===== config.mk =====
export PLATFORM = sky130hd
export DESIGN_NAME = mem_arbiter_flat
export DESIGN_NICKNAME = d
export VERILOG_FILES = /design/src/rtl/mem_arb_pkg.sv /design/src/rtl/mem_arbiter_if.sv /design/src/rtl/mem_arbiter.sv /design/src/flat_wrapper.sv
export SDC_FILE = /design/constraint.sdc
export NUM_CORES = 1
export LEC_CHECK = 0
export CAP_MARGIN = 20
export CORE_ASPECT_RATIO = 0.8
export CORE_MARGIN = 1
export CORE_UTILIZATION = 30
export CTS_BUF_LIST = sky130_fd_sc_hd__clkbuf_16
export DETAILED_ROUTE_END_ITERATION = 7
export SKIP_CTS_REPAIR_TIMING = 1
export SLEW_MARGIN = 40
export SYNTH_ARGS = -nofsm -noshare
export SYNTH_HDL_FRONTEND = slang
export SYNTH_SLANG_ARGS = --single-unit

===== constraint.sdc =====
create_clock -name clk_i -period 1.8 [get_ports clk_i]
set_input_delay 0.18 -clock clk_i [delete_from_list [all_inputs] [get_ports clk_i]]
set_output_delay 0.18 -clock clk_i [all_outputs]
set_load 0.02 [all_outputs]

===== src/rtl/mem_arb_pkg.sv =====
`default_nettype none
// ============================================================================
//  Module      : mem_arb_pkg
//  Description : Shared types for the fetch/data memory arbiter: FSM state
//                encoding, requester identifiers and counter sizing.
//  Revision    : 1.0  initial release
// ============================================================================
package mem_arb_pkg;

    // Arbiter FSM states, explicit 2-bit encoding
    typedef enum logic [1:0] {
        IDLE    = 2'd0,
        ACCESS  = 2'd1,
        RESPOND = 2'd2
    } state_t;

    // Which requester currently owns (or last owned) the memory port
    typedef enum logic {
        REQ_IF = 1'b0,
        REQ_D  = 1'b1
    } requester_t;

    // Access-length down-counter width; covers latencies 1..15
    localparam int CNT_WIDTH = 4;

    // The requester that is not r
    function automatic requester_t otherRequester(input requester_t r);
        return (r == REQ_IF) ? REQ_D : REQ_IF;
    endfunction

endpackage
`default_nettype wire


===== src/rtl/mem_arbiter_if.sv =====
`default_nettype none
// ============================================================================
//  Module      : mem_arbiter_if
//  Description : Bundle of the fetch requester, data requester, single-port
//                memory and hazard-unit signals around the memory arbiter.
//                "slave" is the arbiter's view, "master" the environment's.
//  Revision    : 1.0  initial release
// ============================================================================
interface mem_arbiter_if #(
    parameter int ADDRESS_WIDTH = 32,
    parameter int DATA_WIDTH    = 32
);
    // Fetch-stage requester
    logic                     ifReq_i;
    logic [ADDRESS_WIDTH-1:0] ifAddr_i;
    logic [DATA_WIDTH-1:0]    ifRdata_o;
    logic                     ifAck_o;

    // Memory-stage requester
    logic                     dReq_i;
    logic                     dWe_i;
    logic [ADDRESS_WIDTH-1:0] dAddr_i;
    logic [DATA_WIDTH-1:0]    dWdata_i;
    logic [DATA_WIDTH-1:0]    dRdata_o;
    logic                     dAck_o;

    // Shared single-port memory
    logic                     memEn_o;
    logic                     memWe_o;
    logic [ADDRESS_WIDTH-1:0] memAddr_o;
    logic [DATA_WIDTH-1:0]    memWdata_o;
    logic [DATA_WIDTH-1:0]    memRdata_i;

    // Hazard unit / status
    logic                     stallF_o;
    logic                     stallM_o;
    logic                     busy_o;

    modport slave (
        input  ifReq_i, ifAddr_i, dReq_i, dWe_i, dAddr_i, dWdata_i, memRdata_i,
        output ifRdata_o, ifAck_o, dRdata_o, dAck_o,
               memEn_o, memWe_o, memAddr_o, memWdata_o,
               stallF_o, stallM_o, busy_o
    );

    modport master (
        output ifReq_i, ifAddr_i, dReq_i, dWe_i, dAddr_i, dWdata_i, memRdata_i,
        input  ifRdata_o, ifAck_o, dRdata_o, dAck_o,
               memEn_o, memWe_o, memAddr_o, memWdata_o,
               stallF_o, stallM_o, busy_o
    );

endinterface
`default_nettype wire


===== src/rtl/mem_arbiter.sv =====
`default_nettype none
// ============================================================================
//  Module      : mem_arbiter
//  Description : Shares one single-port memory between the instruction-fetch
//                and data requesters. IDLE -> ACCESS (MEM_LATENCY cycles) ->
//                RESPOND (one-cycle ack). Data wins contention unless data
//                was the previous grant. MEM_LATENCY must be within 1..15.
//  Revision    : 1.0  initial release
// ============================================================================
module mem_arbiter
    import mem_arb_pkg::*;
#(
    parameter int ADDRESS_WIDTH = 32,
    parameter int DATA_WIDTH    = 32,
    parameter int MEM_LATENCY   = 2
) (
    input  logic         clk_i,
    input  logic         rst_i,     // asynchronous, active-low
    mem_arbiter_if.slave bus
);

    localparam logic [CNT_WIDTH-1:0] c_LOAD = CNT_WIDTH'(MEM_LATENCY);
    localparam logic [CNT_WIDTH-1:0] c_ONE  = CNT_WIDTH'(1);

    state_t                   r_state;
    state_t                   w_nextState;
    requester_t               r_grant;      // current owner, doubles as last grant
    requester_t               w_grantSel;
    logic                     w_doGrant;
    logic [CNT_WIDTH-1:0]     r_cnt;
    logic [ADDRESS_WIDTH-1:0] r_addr;
    logic [ADDRESS_WIDTH-1:0] w_selAddr;
    logic                     r_we;
    logic                     w_selWe;
    logic [DATA_WIDTH-1:0]    r_wdata;
    logic [DATA_WIDTH-1:0]    w_selWdata;
    logic [DATA_WIDTH-1:0]    r_ifRdata;
    logic [DATA_WIDTH-1:0]    r_dRdata;
    logic                     w_lastAccess;
    logic                     w_ifAck;
    logic                     w_dAck;

    // Final ACCESS cycle: the counter has one cycle left (<= guards a zero load)
    assign w_lastAccess = (r_state == ACCESS) && (r_cnt <= c_ONE);

    // Next-state and grant decision
    always_comb begin
        w_nextState = r_state;
        w_doGrant   = 1'b0;
        w_grantSel  = r_grant;
        case (r_state)
            IDLE: begin
                if (bus.ifReq_i && bus.dReq_i) begin
                    // Contention: data normally wins, but yields right after its own grant
                    w_doGrant  = 1'b1;
                    w_grantSel = (r_grant == REQ_D) ? REQ_IF : REQ_D;
                end else if (bus.dReq_i) begin
                    w_doGrant  = 1'b1;
                    w_grantSel = REQ_D;
                end else if (bus.ifReq_i) begin
                    w_doGrant  = 1'b1;
                    w_grantSel = REQ_IF;
                end
                if (w_doGrant) begin
                    w_nextState = ACCESS;
                end
            end
            ACCESS: begin
                if (w_lastAccess) begin
                    w_nextState = RESPOND;
                end
            end
            RESPOND: begin
                // Only the requester that was not just served may chain straight in
                w_nextState = IDLE;
                if ((r_grant == REQ_IF) ? bus.dReq_i : bus.ifReq_i) begin
                    w_doGrant   = 1'b1;
                    w_grantSel  = otherRequester(r_grant);
                    w_nextState = ACCESS;
                end
            end
            default: begin
                w_nextState = IDLE;
            end
        endcase
    end

    // Request fields of whichever requester is being granted; fetches never write
    always_comb begin
        w_selAddr  = bus.ifAddr_i;
        w_selWe    = 1'b0;
        w_selWdata = '0;
        if (w_grantSel == REQ_D) begin
            w_selAddr  = bus.dAddr_i;
            w_selWe    = bus.dWe_i;
            w_selWdata = bus.dWdata_i;
        end
    end

    // State, grant owner and access-length counter
    always_ff @(posedge clk_i or negedge rst_i) begin
        if (!rst_i) begin
            r_state <= IDLE;
            r_grant <= REQ_IF;
            r_cnt   <= '0;
        end else begin
            r_state <= w_nextState;
            if (w_doGrant) begin
                r_grant <= w_grantSel;
                r_cnt   <= c_LOAD;
            end else if ((r_state == ACCESS) && (r_cnt != '0)) begin
                r_cnt <= r_cnt - c_ONE;
            end
        end
    end

    // Latch the granted request; held stable for the whole access
    always_ff @(posedge clk_i or negedge rst_i) begin
        if (!rst_i) begin
            r_addr  <= '0;
            r_we    <= 1'b0;
            r_wdata <= '0;
        end else if (w_doGrant) begin
            r_addr  <= w_selAddr;
            r_we    <= w_selWe;
            r_wdata <= w_selWdata;
        end
    end

    // Capture read data into the owner's register on the final access cycle
    always_ff @(posedge clk_i or negedge rst_i) begin
        if (!rst_i) begin
            r_ifRdata <= '0;
            r_dRdata  <= '0;
        end else if (w_lastAccess && !r_we) begin
            if (r_grant == REQ_IF) begin
                r_ifRdata <= bus.memRdata_i;
            end else begin
                r_dRdata <= bus.memRdata_i;
            end
        end
    end

    // Ack only while the owner still requests; a flushed request gets no ack
    assign w_ifAck = (r_state == RESPOND) && (r_grant == REQ_IF) && bus.ifReq_i;
    assign w_dAck  = (r_state == RESPOND) && (r_grant == REQ_D)  && bus.dReq_i;

    assign bus.ifAck_o    = w_ifAck;
    assign bus.dAck_o     = w_dAck;
    assign bus.ifRdata_o  = r_ifRdata;
    assign bus.dRdata_o   = r_dRdata;
    assign bus.memEn_o    = (r_state == ACCESS);
    assign bus.memWe_o    = (r_state == ACCESS) && r_we;
    assign bus.memAddr_o  = r_addr;
    assign bus.memWdata_o = r_wdata;
    assign bus.stallF_o   = bus.ifReq_i & ~w_ifAck;
    assign bus.stallM_o   = bus.dReq_i & ~w_dAck;
    assign bus.busy_o     = (r_state != IDLE);

endmodule
`default_nettype wire


===== src/flat_wrapper.sv =====
// flat-port wrapper written by rule: the top's interface ports become plain ports
module mem_arbiter_flat import mem_arb_pkg::*;
#(
    parameter int ADDRESS_WIDTH = 32,
    parameter int DATA_WIDTH    = 32,
    parameter int MEM_LATENCY   = 2
)
  (clk_i, rst_i, bus_ifReq_i, bus_ifAddr_i, bus_dReq_i, bus_dWe_i, bus_dAddr_i, bus_dWdata_i, bus_memRdata_i, bus_ifRdata_o, bus_ifAck_o, bus_dRdata_o, bus_dAck_o, bus_memEn_o, bus_memWe_o, bus_memAddr_o, bus_memWdata_o, bus_stallF_o, bus_stallM_o, bus_busy_o);
  mem_arbiter_if #(.ADDRESS_WIDTH(ADDRESS_WIDTH), .DATA_WIDTH(DATA_WIDTH)) bus_i ();
  input  logic clk_i;
  input  logic rst_i;
  input wire logic [$bits(bus_i.ifReq_i)-1:0] bus_ifReq_i;
  input wire logic [$bits(bus_i.ifAddr_i)-1:0] bus_ifAddr_i;
  input wire logic [$bits(bus_i.dReq_i)-1:0] bus_dReq_i;
  input wire logic [$bits(bus_i.dWe_i)-1:0] bus_dWe_i;
  input wire logic [$bits(bus_i.dAddr_i)-1:0] bus_dAddr_i;
  input wire logic [$bits(bus_i.dWdata_i)-1:0] bus_dWdata_i;
  input wire logic [$bits(bus_i.memRdata_i)-1:0] bus_memRdata_i;
  output wire logic [$bits(bus_i.ifRdata_o)-1:0] bus_ifRdata_o;
  output wire logic [$bits(bus_i.ifAck_o)-1:0] bus_ifAck_o;
  output wire logic [$bits(bus_i.dRdata_o)-1:0] bus_dRdata_o;
  output wire logic [$bits(bus_i.dAck_o)-1:0] bus_dAck_o;
  output wire logic [$bits(bus_i.memEn_o)-1:0] bus_memEn_o;
  output wire logic [$bits(bus_i.memWe_o)-1:0] bus_memWe_o;
  output wire logic [$bits(bus_i.memAddr_o)-1:0] bus_memAddr_o;
  output wire logic [$bits(bus_i.memWdata_o)-1:0] bus_memWdata_o;
  output wire logic [$bits(bus_i.stallF_o)-1:0] bus_stallF_o;
  output wire logic [$bits(bus_i.stallM_o)-1:0] bus_stallM_o;
  output wire logic [$bits(bus_i.busy_o)-1:0] bus_busy_o;
  assign bus_i.ifReq_i = bus_ifReq_i;
  assign bus_i.ifAddr_i = bus_ifAddr_i;
  assign bus_i.dReq_i = bus_dReq_i;
  assign bus_i.dWe_i = bus_dWe_i;
  assign bus_i.dAddr_i = bus_dAddr_i;
  assign bus_i.dWdata_i = bus_dWdata_i;
  assign bus_i.memRdata_i = bus_memRdata_i;
  assign bus_ifRdata_o = bus_i.ifRdata_o;
  assign bus_ifAck_o = bus_i.ifAck_o;
  assign bus_dRdata_o = bus_i.dRdata_o;
  assign bus_dAck_o = bus_i.dAck_o;
  assign bus_memEn_o = bus_i.memEn_o;
  assign bus_memWe_o = bus_i.memWe_o;
  assign bus_memAddr_o = bus_i.memAddr_o;
  assign bus_memWdata_o = bus_i.memWdata_o;
  assign bus_stallF_o = bus_i.stallF_o;
  assign bus_stallM_o = bus_i.stallM_o;
  assign bus_busy_o = bus_i.busy_o;
  mem_arbiter #(.ADDRESS_WIDTH(ADDRESS_WIDTH), .DATA_WIDTH(DATA_WIDTH), .MEM_LATENCY(MEM_LATENCY)) u_core (.clk_i(clk_i), .rst_i(rst_i), .bus(bus_i));
endmodule

==> results of run 1 <==
## per-layer routing
layer,up-vias,routed length (um)
met5,-,0
met4,0,217
met3,15,1230
met2,160,8470
met1,2202,7610
li1,2058,-
## sequential cells by signal, indices dropped and copies added (netlist names)
register / cells
u_core.bus.dRdata_o: 32
u_core.bus.ifRdata_o: 32
u_core.bus.memAddr_o: 32
u_core.bus.memWdata_o: 32
u_core.r_cnt: 4
u_core.r_state: 2
u_core.r_grant: 1
u_core.r_we: 1
## layout make-up
| class | count | area [um^2] | area share (%) |
|---|---|---|---|
| Inverter | 38 | 145 | 1.41 |
| Clock buffer | 17 | 425 | 4.14 |
| Sequential cell | 136 | 3400 | 33.1 |
| Timing Repair Buffer | 311 | 3300 | 32.2 |
| Multi-Input combinational cell | 230 | 2470 | 24.1 |
| Tap cell | 258 | 323 | 3.14 |
| Clock inverter | 14 | 199 | 1.94 |
## worst max-delay path by stage
| stage | to | cells past startpoint | startpoint |
|---|---|---|---|
| floorplan | u_core.bus.ifRdata_o[0] | 7 | u_core.r_cnt[0] |
| global placement | u_core.bus.memAddr_o[5] | 6 | bus_dReq_i |
| detailed placement | u_core.bus.memAddr_o[5] | 6 | bus_dReq_i |
| CTS | bus_memWe_o | 4 | u_core.r_state[1] |
| global route | u_core.bus.memAddr_o[6] | 7 | u_core.r_state[1] |
| finish | u_core.bus.memAddr_o[27] | 7 | u_core.r_state[1] |
## per-stage QoR
| stage | cells | setup TNS (ps) | instance area, um^2 |
|---|---|---|---|
| final | 1004 | -2.77 | 10300 |
| after global routing | 1004 | -1570 | 10300 |
| after CTS | 985 | -4180 | 9750 |
| after detailed placement | 954 | -8740 | 9130 |
| after global placement | 954 | -5070 | 9130 |
| after floorplan | 426 | 0 | 6030 |
## kinds of logic after synthesis
group	after synthesis	share of synthesized area, %
muxes	161	31.3
adders and majority gates	3	0.623
AOI/OAI and AO/OA	9	1.52
xor gates and xnor gates	3	0.436
DFF	136	56.5
and+or+nand+nor	54	4.05
buffers and inverters	60	5.65
## cells in the final DEF, fill, tap and decap left out, types with 2 or more instances in the layout
cell,count
clkdlybuf4s50_1,259
dfrtp_1,135
mux2_4,66
mux2_2,60
inv_1,35
nand2_1,33
mux2i_1,33
clkbuf_16,25
buf_4,18
buf_12,10
buf_6,8
nor2_1,5
dlymetal6s2s_1,5
bufinv_16,4
clkinv_4,4
inv_2,2
nor2b_1,2
and3_1,2
mux2_1,2
nand3_1,2
xor2_1,2
clkinvlp_4,2
## where the power goes
| group | total, W | internal [W] | switching, W |
|---|---|---|---|
| clock network | 0.00369 | 0.00232 | 0.00136 |
| logic | 0.0109 | 0.00609 | 0.00483 |
| registers | 0.00545 | 0.00459 | 0.000861 |
| total | 0.0201 | 0.0130 | 0.00706 |
==> results.yml, run 1 <==
logic_synthesis:
  synthArstFlopShare_pct: 100
  synth_nets: 562
  synthTopCellsByCount: "dfrtp_1, mux2_2, inv_1"
  syn_inst: 426
  yosys.area.top_type: "dfrtp_1"
  synth_area_leaders: "dfrtp_1, mux2_2, mux2_4"
  netlist-cell-type-count: 34
  synth_edf_count: 0
  synthFlopType: "dfrtp_1"
  yosys.area.top_type_share_pct: 56.5
  syn_area_um2: 6030
  ys_seq_area_share_pct: 56.5
  ys_ff_latch: 136
  synth_area_per_cell_um2: 14.1
  yosys_warnings: 0
  yosysMostFrequentCell: "dfrtp_1"
grt:
  first_global_vias: 4873
  antenna_found_initial: 0
  grt_usage_pct: 15.8
  grt_max_degree: 47
  grt_pass1_wl_mm: 25.6
  top_usage_layer: "met2"
  overflow: 0
  use_met3_pct: 5.71
  use_met2_pct: 27.2
  grtUsageMet1_pct: 18.7
timing:
  drv_slew: 0
  finalClockSkew_ps: 9.00
  setup_slack_ps: -2.77
  min_period_ps: 1800
  rsz0062_at_grt: "yes"
  fin_crit_sh_pct: 100
  hold_viol_final: 0
  relSlewSlack_pct: 74.4
  max_clock_freq_mhz: 555
  setup_viol_count_final: 1
  worst_pin_slew_ps: 384
  holdWs_ps: 222
place:
  dpl.hpwl_mm: 11.7
  pre_cts_slack_ps: -161
  io_buffers: 267
  gp_congestion: 0.775
cts:
  cts_max_level: 4
  cts-buffers-inserted: 17
  clk_pin_slew_ps: 60
  tritoncts: "built"
  clkLatencyLatePin_ps: 410
  clockBufferDepth: 2
  clock_sinks: 136
  clockRootBuffer: "clkbuf_16"
floorplan:
  fp-row-count: 45
  die_w_um: 160
  start_util_pct: 31.2
  fp.dieH_um: 129
  pin_count: 268
  core_um2: 19300
  die_area_um2: 20700
cells_and_area:
  utilization_pct: 53.2
  diodes: 0
  drive_above_1_share_pct: 29.4
  nNetsFinal: 870
  num-fill-cells: 1630
  syn_to_final_growth_pct: 70.4
worst_setup_path:
  path_class: "flop to flop"
  timing.rr.end: "u_core.bus.memAddr_o[27]"
  crit_slowest_cell: "dfrtp_1"
  rr_startpoint: "u_core.r_state[1]"
  worstPathCellList: "buf_6 -> nand2b_4 -> a21oi_2 -> a311oi_4 -> buf_6 -> clkbuf_16 -> mux2_2"
  cp-start-kind: "flop"
  worstPathArrival_ps: 2090
  cp.required_ps: 2090
  r2r_slack_ps: -3
  path_delay_family: "buffers and inverters"
  cp_num_buf_inv: 3
  cpPeakStageDelay_ps: 390
  rr_worst_depth: 7
  end_kind: "flop"
  crit_top_cell: "buf_6"
  cp_max_fo: 6
detailed_routing:
  via_per_inst: 4.42
  ant_nets: 0
  drtPass1Iterations: 4
  vias: 4435
  drt_drc_violations_left: 0
  drtIter0Drc: 123
  wirelength_mm: 17.5
  routedWlPerCell_um: 17.5
worst_hold_path:
  hold_class: "input port to async pin"
pwr:
  total_power_w: 0.0201
  leakage_nw: 4.60
  peakVddDrop_mv: 0.942
  p_per_area_nw_per_um2: 1950
job:
  drv_cap: 0
run_status:
  violations: "negative setup slack"
  status: "finished, violations left"
Power figures use the tool's default switching activity.
==> inputs of run 2 (changes only) <==
- CORE_ASPECT_RATIO: 0.8 -> 0.75
- RECOVER_POWER: not set -> 50
- SKIP_LAST_GASP: not set -> 1
==> run 2 against run 1 <==
  * The flow finishes with violations (design-rule violations, negative setup slack)
  * Utilization down 1.3 points
  * Via count down 0.83%
  * Sequential share of layout area up 0.51 points
  * Clock skew up 2.5 ps
  * Clock-buffer cell count unchanged
  * Hold slack better by 90 ps
  * Total power down 2.4%
  * Register-to-register slack about the same
  * Combinational power about the same
  * Critical endpoint is now u_core.bus.memAddr_o[5]
  * Largest cell class unchanged
  * Largest power group unchanged
==> results.yml, run 2 (same netlist as run 1, synthesis figures left out) <==
worst_setup_path:
  path_delay_family: "multiplexers"
  cp-start-kind: "flop"
  worstPathCellList: "buf_6 -> nand3b_1 -> o21ai_4 -> buf_12 -> mux2_2 -> mux2_1"
  cpPeakStageDelay_ps: 380
  path_class: "flop to flop"
  end_kind: "flop"
  cp_max_fo: 13
  worstPathArrival_ps: 2110
  cp_num_buf_inv: 2
  cp.required_ps: 2100
  crit_slowest_cell: "dfrtp_1"
pwr:
  total_power_w: 0.0196
  pwr-share-comb_pct: 55.0
  peakVddDrop_mv: 0.881
  swShare_pct: 35.8
  clkPwrFrac_pct: 17.1
  leakage_nw: 4.52
  p_per_area_nw_per_um2: 1930
  p_int_w: 0.0126
  switchingPower_w: 0.00700
  p_seq_share_pct: 27.9
floorplan:
  fp.dieH_um: 125
  die_area_um2: 20700
  die_w_um: 166
  start_util_pct: 30.9
  core_um2: 19500
  fp-row-count: 44
  pin_count: 268
cells_and_area:
  num-fill-cells: 1685
  multiInputGateArea_um2: 2410
  register_area_um2: 3400
  final_common_cell: "clkdlybuf4s50_1"
  stdcell_count: 996
  diodes: 0
  syn_to_final_growth_pct: 67.9
  drive_above_1_share_pct: 28.3
  nNetsFinal: 867
  final_cell_mix: "clkdlybuf4s50_1, dfrtp_1, mux2_2"
job:
  drv_cap: 0
grt:
  grt_usage_pct: 15.9
  grt_pass1_wl_mm: 25.7
  antenna_found_initial: 0
  overflow: 0
  first_global_vias: 4741
  grt_max_degree: 47
timing:
  holdWs_ps: 312
  setup_viol_count_final: 2
  drv_slew: 0
  relSlewSlack_pct: 46.4
  min_period_ps: 1810
  finalClockSkew_ps: 11.5
  hold_viol_final: 0
  worst_pin_slew_ps: 803
  setup_slack_ps: -10.3
  fin_crit_sh_pct: 101
  rsz0062_at_grt: "yes"
  max_clock_freq_mhz: 552
detailed_routing:
  via_per_inst: 4.42
  drtIter0Drc: 152
  wirelength_mm: 17.2
  routedWlPerCell_um: 17.3
  drt_drc_violations_left: 40
  drtPass1Iterations: 6
  vias: 4398
  ant_nets: 0
cts:
  tritoncts: "built"
  clk_pin_slew_ps: 60
  clock_sinks: 136
  cts_max_level: 4
  clkLatencyLatePin_ps: 420
  clockBufferDepth: 2
  cts-buffers-inserted: 17
  clockRootBuffer: "clkbuf_16"
place:
  gp_congestion: 0.771
  dpl.hpwl_mm: 11.6
  io_buffers: 267
  dp_cells: 948
run_status:
  violations: "design-rule violations, negative setup slack"
  status: "finished, violations left"
worst_hold_path:
  hold_class: "input port to flop"
run 2: layout make-up:
| cell class | count | area share (%) |
|---|---|---|
| timing repair buffer | 308 | 32.5 |
| multi-input combinational | 230 | 23.8 |
| inverter | 38 | 1.41 |
| clock buffer | 17 | 4.20 |
| sequential | 136 | 33.7 |
| clock inverter | 14 | 1.35 |
| tap | 253 | 3.13 |
run 2: metrics by stage:
stage	setup WS (ps)	TNS [ps]	utilization (%)	instance area (um^2)
finish	-10.3	-19.2	51.9	10100
global route	-77.2	-2670	51.9	10100
CTS	-426	-3120	49.8	9710
detailed placement	-188	-7780	46.9	9140
global placement	-108	-4710	46.9	9140
floorplan	37.0	0	-	6030
run 2: power groups by stage:
stage	clock (W)	sequential [W]	combinational [W]
final	0.00336	0.00545	0.0108
after global routing	0.00358	0.00564	0.0114
after CTS	0.00346	0.00546	0.00995
after detailed placement	0	0.00547	0.00992
after global placement	0	0.00541	0.00978
after floorplan	0	0.00713	0.00377
run 2: tightest hold or removal path, delay by kind of cell:
kind / cells / cell delay (ps)
buf+inv: 1 / 400
mux: 1 / 60
simple gates: 1 / 50
run 2: final timing paths:
kind | slack (ps) | end | cells after the start | from
setup / recovery | -10 | u_core.bus.memAddr_o[5] | 6 | u_core.r_state[0]
hold / removal | 310 | u_core.bus.memWdata_o[21] | 3 | bus_dWdata_i[21]
setup reg to reg | -10 | u_core.bus.memAddr_o[5] | 6 | u_core.r_state[0]
hold reg to reg | 490 | u_core.bus.dRdata_o[6] | 1 | u_core.bus.dRdata_o[6]
max in group asynchronous | 290 | u_core.r_grant | 3 | rst_i
min in group asynchronous | 370 | u_core.bus.dRdata_o[21] | 2 | rst_i
run 2: metal layers:
metal	up-vias	wire length (um)	GRT usage, %	part of all wire (%)
met4	0	214	4.89	1.2
li1	2048	-	-	-
met2	155	8270	26.7	48
met5	-	0	0	0
met3	18	1360	6.04	7.9
met1	2177	7390	18.8	43
